File: config.mk
export PLATFORM = sky130hd
export DESIGN_NAME = dig_scan_ctrl
export DESIGN_NICKNAME = d
export VERILOG_FILES = /design/src/rtl/dig_scan_ctrl.sv
export SDC_FILE = /design/constraint.sdc
export NUM_CORES = 1
export LEC_CHECK = 0
export CAP_MARGIN = 20
export CORE_MARGIN = 10
export CORE_UTILIZATION = 53
export DETAILED_ROUTE_END_ITERATION = 16
export MAX_ROUTING_LAYER = met4
export PLACE_DENSITY = 0.78
export SLEW_MARGIN = 5
export SYNTH_ARGS = -nofsm -noshare
export SYNTH_HDL_FRONTEND = slang
export SYNTH_SLANG_ARGS = --single-unit
export TNS_END_PERCENT = 5
File: constraint.sdc
create_clock -name clk -period 7.5 [get_ports clk]
set_input_delay 1.875 -clock clk [delete_from_list [all_inputs] [get_ports clk]]
set_output_delay 1.875 -clock clk [all_outputs]
set_load 0.05 [all_outputs]
File: src/rtl/dig_scan_ctrl.sv
// dig_scan_ctrl: register-mapped multiplexed 7-segment display scanner.
// Shows DATA as hex nibbles or as decimal digits (via a serial double-dabble
// converter into a BCD shadow), with per-digit decimal point, blink and
// leading-zero blanking. One digit is driven at a time, SCAN_DIV clocks each.
module dig_scan_ctrl #(
  parameter int NUM_DIGITS = 8,
  parameter int SCAN_DIV   = 50000,
  parameter int BLINK_DIV  = 256
) (
  input  logic                  clk,
  input  logic                  rst,
  input  logic [31:0]           addr,
  input  logic                  we,
  input  logic [31:0]           wdata,
  output logic [31:0]           rdata,
  output logic                  busy,
  output logic [NUM_DIGITS-1:0] led_en,
  output logic [7:0]            led_seg0,
  output logic [7:0]            led_seg1
);

  localparam int SCW = $clog2(SCAN_DIV);
  localparam int BLW = (BLINK_DIV > 1) ? $clog2(BLINK_DIV) : 1;

  // ---------------------------------------------------------------------
  // Register file
  // ---------------------------------------------------------------------
  logic [31:0] data_reg;
  logic [2:0]  ctrl_reg;        // {LZ_BLANK, DEC_MODE, ENABLE}
  logic [7:0]  dp_mask_reg;
  logic [7:0]  blink_mask_reg;
  logic [1:0]  reg_sel;
  logic        wr_data;
  logic        wr_ctrl;
  logic        unused_addr;

  assign reg_sel     = addr[3:2];
  assign wr_data     = we && (reg_sel == 2'd0);
  assign wr_ctrl     = we && (reg_sel == 2'd1);
  assign unused_addr = ^{addr[31:4], addr[1:0]};

  // Register writes: one register per cycle selected by addr[3:2]
  always_ff @(posedge clk or posedge rst) begin
    if (rst) begin
      data_reg       <= '0;
      ctrl_reg       <= 3'b001;
      dp_mask_reg    <= '0;
      blink_mask_reg <= '0;
    end else if (we) begin
      case (reg_sel)
        2'd0: data_reg       <= wdata;
        2'd1: ctrl_reg       <= wdata[2:0];
        2'd2: dp_mask_reg    <= wdata[7:0];
        2'd3: blink_mask_reg <= wdata[7:0];
      endcase
    end
  end

  // Combinational readback, unused bits read as zero
  always_comb begin
    rdata = '0;
    case (reg_sel)
      2'd0: rdata = data_reg;
      2'd1: rdata = {29'd0, ctrl_reg};
      2'd2: rdata = {24'd0, dp_mask_reg};
      2'd3: rdata = {24'd0, blink_mask_reg};
    endcase
  end

  // ---------------------------------------------------------------------
  // Double-dabble converter: 32 shifts, result latched into the shadow
  // only on the last shift so partial results are never displayed.
  // ---------------------------------------------------------------------
  logic [39:0] dd_bcd_reg;
  logic [31:0] dd_bin_reg;
  logic [5:0]  dd_cnt_reg;
  logic        busy_reg;
  logic [39:0] dd_adj;
  logic [39:0] dd_bcd_next;
  logic [31:0] dd_bin_next;
  logic        ovf_next;
  logic        conv_start;
  logic [31:0] conv_src;
  logic [31:0] shadow_bcd_reg;
  logic        shadow_ovf_reg;

  // A DATA write always (re)starts; enabling decimal mode starts from DATA
  assign conv_start = wr_data || (wr_ctrl && wdata[1] && !ctrl_reg[1]);
  assign conv_src   = wr_data ? wdata : data_reg;

  generate
    for (genvar gi = 0; gi < 10; gi++) begin : g_dd_adj
      assign dd_adj[4*gi +: 4] = (dd_bcd_reg[4*gi +: 4] >= 4'd5)
                               ? dd_bcd_reg[4*gi +: 4] + 4'd3
                               : dd_bcd_reg[4*gi +: 4];
    end
  endgenerate

  assign dd_bcd_next = {dd_adj[38:0], dd_bin_reg[31]};
  assign dd_bin_next = {dd_bin_reg[30:0], 1'b0};
  // Any non-zero BCD digit beyond the displayable ones means overflow
  assign ovf_next    = |dd_bcd_next[39:4*NUM_DIGITS];

  // Converter sequencing and shadow load on the final shift
  always_ff @(posedge clk or posedge rst) begin
    if (rst) begin
      dd_bcd_reg     <= '0;
      dd_bin_reg     <= '0;
      dd_cnt_reg     <= '0;
      busy_reg       <= 1'b0;
      shadow_bcd_reg <= '0;
      shadow_ovf_reg <= 1'b0;
    end else if (conv_start) begin
      dd_bcd_reg <= '0;
      dd_bin_reg <= conv_src;
      dd_cnt_reg <= 6'd32;
      busy_reg   <= 1'b1;
    end else if (busy_reg) begin
      dd_bcd_reg <= dd_bcd_next;
      dd_bin_reg <= dd_bin_next;
      dd_cnt_reg <= dd_cnt_reg - 6'd1;
      if (dd_cnt_reg == 6'd1) begin
        busy_reg       <= 1'b0;
        shadow_bcd_reg <= dd_bcd_next[31:0];
        shadow_ovf_reg <= ovf_next;
      end
    end
  end

  assign busy = busy_reg;

  // ---------------------------------------------------------------------
  // Scan and blink timing
  // ---------------------------------------------------------------------
  logic [SCW-1:0]        scan_cnt_reg;
  logic                  tick;
  logic [NUM_DIGITS-1:0] led_en_reg;
  logic [NUM_DIGITS-1:0] led_en_rot;
  logic [BLW-1:0]        blink_cnt_reg;
  logic                  blink_phase_reg;

  assign tick = (scan_cnt_reg == SCW'(SCAN_DIV - 1));

  generate
    if (NUM_DIGITS == 1) begin : g_rot_one
      assign led_en_rot = led_en_reg;
    end else begin : g_rot_many
      assign led_en_rot = {led_en_reg[NUM_DIGITS-2:0], led_en_reg[NUM_DIGITS-1]};
    end
  endgenerate

  // Slot counter and one-hot digit rotation on each tick
  always_ff @(posedge clk or posedge rst) begin
    if (rst) begin
      scan_cnt_reg <= '0;
      led_en_reg   <= NUM_DIGITS'(1);
    end else if (tick) begin
      scan_cnt_reg <= '0;
      led_en_reg   <= led_en_rot;
    end else begin
      scan_cnt_reg <= scan_cnt_reg + 1'b1;
    end
  end

  // Blink counter advances once per full rotation (leaving the last digit)
  always_ff @(posedge clk or posedge rst) begin
    if (rst) begin
      blink_cnt_reg   <= '0;
      blink_phase_reg <= 1'b0;
    end else if (tick && led_en_reg[NUM_DIGITS-1]) begin
      if (blink_cnt_reg == BLW'(BLINK_DIV - 1)) begin
        blink_cnt_reg   <= '0;
        blink_phase_reg <= ~blink_phase_reg;
      end else begin
        blink_cnt_reg <= blink_cnt_reg + 1'b1;
      end
    end
  end

  assign led_en = led_en_reg;

  // ---------------------------------------------------------------------
  // Per-digit segment generation and output mux
  // ---------------------------------------------------------------------
  function automatic logic [7:0] glyph(input logic [3:0] v);
    case (v)
      4'h0: glyph = 8'hFC;
      4'h1: glyph = 8'h60;
      4'h2: glyph = 8'hDA;
      4'h3: glyph = 8'hF2;
      4'h4: glyph = 8'h66;
      4'h5: glyph = 8'hB6;
      4'h6: glyph = 8'hBE;
      4'h7: glyph = 8'hE0;
      4'h8: glyph = 8'hFE;
      4'h9: glyph = 8'hF6;
      4'hA: glyph = 8'hEE;
      4'hB: glyph = 8'h3E;
      4'hC: glyph = 8'h9C;
      4'hD: glyph = 8'h7A;
      4'hE: glyph = 8'h9E;
      4'hF: glyph = 8'h8E;
    endcase
  endfunction

  logic                  dec_mode;
  logic                  show_ovf;
  logic [3:0]            digit_val [NUM_DIGITS];
  logic [7:0]            digit_seg [NUM_DIGITS];
  logic [NUM_DIGITS-1:0] lz_hit;
  logic [NUM_DIGITS:0]   zero_from;
  logic [7:0]            seg_mux;

  assign dec_mode = ctrl_reg[1];
  assign show_ovf = dec_mode && shadow_ovf_reg;

  generate
    for (genvar gi = 0; gi < NUM_DIGITS; gi++) begin : g_digit
      logic [7:0] base;
      logic       blank;

      assign digit_val[gi] = dec_mode ? shadow_bcd_reg[4*gi +: 4] : data_reg[4*gi +: 4];

      if (gi == 0) begin : g_lz_first
        assign lz_hit[gi] = 1'b0;
      end else begin : g_lz_rest
        assign lz_hit[gi] = ctrl_reg[2] && zero_from[gi] && !show_ovf;
      end

      assign base  = show_ovf ? 8'h02 : glyph(digit_val[gi]);
      assign blank = !ctrl_reg[0] || lz_hit[gi] || (blink_mask_reg[gi] && blink_phase_reg);
      assign digit_seg[gi] = blank ? 8'h00 : (base | {7'd0, dp_mask_reg[gi]});
    end
  endgenerate

  // zero_from[k]: digit k and every digit above it are zero
  always_comb begin
    zero_from             = '0;
    zero_from[NUM_DIGITS] = 1'b1;
    for (int k = NUM_DIGITS - 1; k >= 0; k--) begin
      zero_from[k] = zero_from[k+1] && (digit_val[k] == 4'd0);
    end
  end

  // Select the segments of the currently enabled digit
  always_comb begin
    seg_mux = 8'h00;
    for (int k = 0; k < NUM_DIGITS; k++) begin
      if (led_en_reg[k]) seg_mux = seg_mux | digit_seg[k];
    end
  end

  assign led_seg0 = seg_mux;
  assign led_seg1 = seg_mux;

endmodule

## Word-level counts from Yosys, hierarchy flattened

Memories as Yosys holds them, arrays and structs flattened.
Index checks and enable logic that the tools add are counted.

| operators by class | value |
|---|---|
| reductions and logical operators | 69 |
| mux-type cells | 55 |
| eq/ne operators | 6 |
| add/sub/neg operators | 13 |
| $lt $le $gt $ge | 10 |
| bitwise operators | 17 |

Operators with widths:

| operator | count |
|---|---|
| 2-to-1 mux 8 bit | 25 |
| one-hot mux 32 bit (4 select lines) | 1 |
| 2-to-1 mux 32 bit | 3 |
| 2-to-1 mux 40 bit | 2 |
| 2-to-1 mux 4 bit | 17 |
| bitwise OR 8 x 1 -> 8 bit | 8 |
| bitwise OR 8 bit | 7 |
| >= comparator 4 x 3 -> 1 bit (second input constant) | 10 |
| adder 4 x 2 -> 4 bit (second input constant) | 9 |
| logical AND 1 bit | 34 |
| zero test 4 bit | 7 |
| adder 16 x 1 -> 16 bit (second input constant) | 1 |
| == test 16 bit (second input constant) | 1 |
| logical OR 1 bit | 16 |
| 2-to-1 mux 16 bit | 1 |
| 2-to-1 mux 6 bit | 2 |
| AND reduction 2 bit | 5 |
| adder 8 x 1 -> 8 bit (second input constant) | 1 |
| == test 8 bit (second input constant) | 1 |
| OR reduction 8 bit | 1 |
| == test 6 x 1 -> 1 bit (second input constant) | 1 |
| subtractor 6 x 1 -> 6 bit (second input constant) | 1 |
| == test 2 bit (second input constant) | 2 |
| adder 3 x 2 -> 3 bit (second input constant) | 1 |
| 8 further kinds | 13 |

| word-level totals | value |
|---|---|
| register bits | 196 |
| memories kept | 8 |
| bits in read-only memories | 896 |
| output and inout port bits | 57 |

Memories:

| memory | depth | width | read ports | clocked after Yosys merged registers in | write ports | RTL line | source |
|---|---|---|---|---|---|---|---|
| (no name shown) | 16 | 7 | 1 | 0 | 0 | 186 | `case (v)` |
| (no name shown) | 16 | 7 | 1 | 0 | 0 | 186 |  |
| (no name shown) | 16 | 7 | 1 | 0 | 0 | 186 |  |
| (no name shown) | 16 | 7 | 1 | 0 | 0 | 186 |  |
| (no name shown) | 16 | 7 | 1 | 0 | 0 | 186 |  |
| (no name shown) | 16 | 7 | 1 | 0 | 0 | 186 |  |
| 2 more memories | -- | -- | -- | -- | -- | -- |  |

## Logic depth before layout (Yosys ltp)

| depth | value |
|---|---|
| word-level depth | 27 |
| gate-level depth with buffers | 15 |

## Worst setup path after synthesis

OpenSTA, ideal clock, no wires.

| path | value |
|---|---|
| path type | reg2out |
| start point | reg ctrl_reg[1] |
| end point | out led_seg1[6] |
| slack | 1.456 ns |
| stages on the path, launching flop included | 15 |
| arrival | 4.169 ns |
| cells stage by stage | dfrtp_1 -> buf_6 -> buf_2 -> buf_2 -> buf_2 -> mux2_2 -> inv_1 -> ha_1 -> nor4b_1 -> o2111ai_1 -> nor3_1 -> a211oi_1 -> a211oi_1 -> a31oi_1 -> buf_4 |

| on the way | value |
|---|---|
| word-level cells in the longest chain between the ends | 27 |
| elaborated cells on any way between the ends | 98 |

Ends and longest elaborated chain:

| what | RTL line | source |
|---|---|---|
| start, declared | 29 | `logic [2:0] ctrl_reg;` |
| start signal, assigned | 52 | `2'd1: ctrl_reg <= wdata[2:0];` |
| parallel branches: the longest is 26 deep, another holds memory read (16 x 7 bit) | -- |  |
| 2-to-1 mux 8 bit (*) | 249 | `if (led_en_reg[k]) seg_mux = seg_mux \| digit_seg[k];` |
| end, declared | 19 | `output logic [7:0] led_seg1` |

Mark *: on every way between the ends.

## Final worst setup path

| path | value |
|---|---|
| start point | reg ctrl_reg[1] |
| end point | out led_seg0[2] |

| on the way | value |
|---|---|
| word-level cells in the longest chain between the ends | 27 |
| elaborated cells on any way between the ends | 98 |

Ends and longest elaborated chain:

| what | RTL line | source |
|---|---|---|
| parallel branches: the longest is 26 deep, another holds memory read (16 x 7 bit) | -- |  |
| 2-to-1 mux 8 bit (*) | 249 |  |
| end, declared | 18 | `output logic [7:0] led_seg0,` |

Marks and branches as above.

==> summary.md <==
| Metric | Value |
|---|---|
| Die height | `173 um` |
| Simple-gate share of the synthesized area | `16.0%` |
| Max Clk Rate | `146 MHz` |
| Placeable Area | `0.0228 sq mm` |
| Floorplan row count | `55` |
| First-pass GRT wire length | `50,300 um` |
| Clock buffer depth | `2` |
| Yosys warning count | `0` |
| I/O Buffers | `93` |
| CP peak stage delay | `0.83 ns` |
| Multi-input gate area in the final layout | `0.00699 sq mm` |
| DRC viols | `0` |
| Worst Reg2Reg Path Length in Cells | `7` |
| CTS buffer count | `17` |
| Post-CTS Setup Bufs | `0` |
| Leakage | `6.46 nW` |
| Post-Synth XOR/XNOR Area | `2.69%` |
| Sequential Area | `0.00491 sq mm` |
| Initial antenna violation count | `0` |
| Final Hold Vio Count | `0` |
| ANT nets after route | `0` |
| Clk_skew | `0.0149 ns` |
| Avg WL per Cell | `18.2 um` |
| Vias/cell | `5.88` |
| Type of origin of the critical path | `flip-flop` |
| Initial Util | `54.2%` |
| Resize count post-CTS | `0` |
| Max-cap viol count | `0` |
| Hold_buf cts | `0` |
| Total Wirelength | `30,500 um` |
| Arrival @ worst endpoint | `4.97 ns` |
| Clk slew on worst S/H paths | `0.08 ns` |
| Syn_area_per_cell | `9.59 sq um` |
| VDD IR-drop max | `176 uV` |
| Area of the mapped netlist | `0.0124 sq mm` |
| Tot GR Track Use | `20.6%` |
| Synth Area in Adders | `7.27%` |
| CTS Sinks | `196` |
| Vias | `9,831` |
| Seq/Total Area, Yosys | `39.6%` |
| Nets | `1,485` |
| Final min period | `6.84 ns` |
| Util after Layout | `61.9%` |
| Tightest Pin Transition | `1.01 ns` |
| Largest fanout on the critical path | `26` |
| Status | `complete, no violations` |
| Area growth from synthesis to layout | `14.1%` |
| Htree depth | `4` |
| Gate Count Post-Synth | `1,292` |
| Placed cells | `1,640` |
| P per Cell Area | `345 mW/mm^2` |
| Antenna cell count | `0` |
| Finished Layout Cells | `1,672` |
| Largest family of logic cells by synthesized area | `multiplexers` |
| EDFF count, synth | `0` |
| Die area | `0.0299 sq mm` |
| Main flop type after synthesis | `dfrtp_1` |
| Gr ovfl total | `0` |
| Layout cells sized above 1 | `11.3%` |
| Syn Nets | `1,431` |
| Class of the worst hold path | `reg -> reg` |
| Final TNS setup | `0 ns` |
| Crit. End Element | `primary output` |
| RSZ-0062 raised after global routing | `false` |
| Seq cells post-synth | `196` |
| Crit path kind | `reg -> out` |
| Max reg flops | `40` |
| Period utilization | `91.3%` |
| Max stage delay cell, worst path | `clkdlybuf4s50_1` |
| Vias in the first global route | `9,761` |
| Critical Path RT | `5.62 ns` |
| DIE WIDTH | `173 um` |
| Fraction of registers with async set/reset | `100%` |
| Final setup fails | `0` |
| Final HPWL DP | `21,800 um` |
| Root buf cell | `clkbuf_16` |
| Post-synthesis cell type count | `70` |
| I/O pins | `124` |
| Later-pin clock latency in the skew report | `0.45 ns` |
| WHS | `0.476 ns` |
| Mux cell area share after synthesis | `17.2%` |
| R2r setup slk | `4.58 ns` |
| GP Congestion | `0.983` |
| Post-synthesis compound-gate area fraction | `13.2%` |
| Fin. max-slew vios | `0` |
| Hold Path Stages | `1` |
| CTS tree | `built` |
| Critical-path cell list | `mux2i_1 > ha_1 > nor4b_1 > o2111ai_1 > nor3_1 > a211oi_1 > buf_4 > nor3b_1 > nor4_1 > nand4_1 > clkdlybuf4s50_1` |
| Drt initial violations | `830` |
| DRT Pass-1 Iters | `7` |
| Fill cells | `1,884` |
| Largest net degree at the start of global routing | `145` |
| Slew HR | `32.4%` |
==> report_power, final <==
| part | leakage (nW) | switching, mW | internal (mW) |
|---|---|---|---|
| Sequential | 2.46 | 0.349 | 1.38 |
| Combinational | 3.70 | 1.25 | 0.954 |
| Clock | 0.298 | 0.467 | 0.483 |
| Total | 6.46 | 2.06 | 2.82 |
==> worst max-delay path: cells and delay by family, from the launching register on <==
kind            cells  cell delay, ns
compound gates      2            0.38
buf+inv             2            1.02
mux                 1            0.57
flops               1            0.72
fa+ha+maj           1            0.29
simple gates        5            1.52
==> through the flow <==
step | power [mW] | setup slack (ns) | cell area [sq um]
2_1_floorplan | 3.38 | 0.288 | 12400
3_3_place_gp | 3.81 | 1.26 | 13500
3_5_place_dp | 3.91 | 1.16 | 13500
4_1_cts | 4.87 | 0.674 | 14100
5_1_grt | 5.25 | 0.299 | 14100
6_report | 4.88 | 0.656 | 14100
==> area by class of cell <==
cell class / count / area share, %
Multi-Input combinational cell: 973 / 49.4
Clock buffer: 18 / 3.04
Sequential cell: 196 / 34.7
Clock inverter: 14 / 1.32
Timing Repair Buffer: 106 / 7.27
Inverter: 52 / 1.43
Tap cell: 313 / 2.77
==> cell families (layout without fill, tap and decap cells) <==
| family | Yosys count | after routing |
|---|---|---|
| compound gates | 263 | 263 |
| xor+xnor | 38 | 38 |
| fa+ha+maj | 72 | 72 |
| buf+inv | 123 | 190 |
| flops | 196 | 196 |
| mux | 193 | 193 |
| simple gates | 407 | 407 |
==> synthesized netlist by cell type (16+ instances only) <==
cell type	number	share of area [%]
ha_1	72	7.3
and2_1	33	1.7
nor3_1	27	1.1
nor3b_1	25	1.5
o21ai_0	78	3.2
mux2_2	87	7.9
a21oi_1	79	3.2
nand3_1	32	1.3
xnor2_1	24	1.7
nand2_1	127	3.8
nand2b_1	16	0.81
nor2_1	105	3.2
inv_1	52	1.6
clkbuf_1	46	1.4
dfrtp_1	194	39
mux2i_1	99	8.0
a211oi_1	25	1.5
==> layer usage <==
layer	vias up	part of all wire, %	routed length [um]	global-route usage, %
met4	0	3.0	922	7.29
met5	-	0	0	-
met3	64	5.5	1660	4.31
li1	4688	-	-	-
met1	4824	45	13700	26.1
met2	255	47	14200	32.1
==> path summary, 6_finish.rpt <==
kind	start	end
max	ctrl_reg[1]$_DFFE_PP0P_	led_seg0[2]
min	blink_cnt_reg[6]$_DFFE_PP0P_	blink_cnt_reg[6]$_DFFE_PP0P_
max reg2reg	ctrl_reg[1]$_DFFE_PP0P_	shadow_bcd_reg[10]$_DFFE_PP0P_
min reg2reg	blink_cnt_reg[6]$_DFFE_PP0P_	blink_cnt_reg[6]$_DFFE_PP0P_
max in group asynchronous	rst	shadow_bcd_reg[13]$_DFFE_PP0P_
min in group asynchronous	rst	dd_bcd_reg[34]$_DFFE_PP0P_
==> cell usage in the layout, fill, tap and decap left out, types with 7 or more instances in the layout <==
master and instances:
mux2i_1 99, nor3_1 27, and3_1 8, nand2_1 127
mux4_2 7, clkdlybuf4s50_1 93, nor2_1 105, a211oi_1 25
and2_1 33, clkbuf_16 17, dfrtp_1 192, inv_1 51
nand2b_1 16, xor2_1 14, mux2_2 87, o21ai_0 78
nand3_1 32, buf_4 13, a22o_1 8, a21oi_1 79
ha_1 72, nand4_1 9, xnor2_1 24, nor3b_1 24
a22oi_1 8, a31oi_1 13
Note: power is estimated with default switching activity, not from simulation.
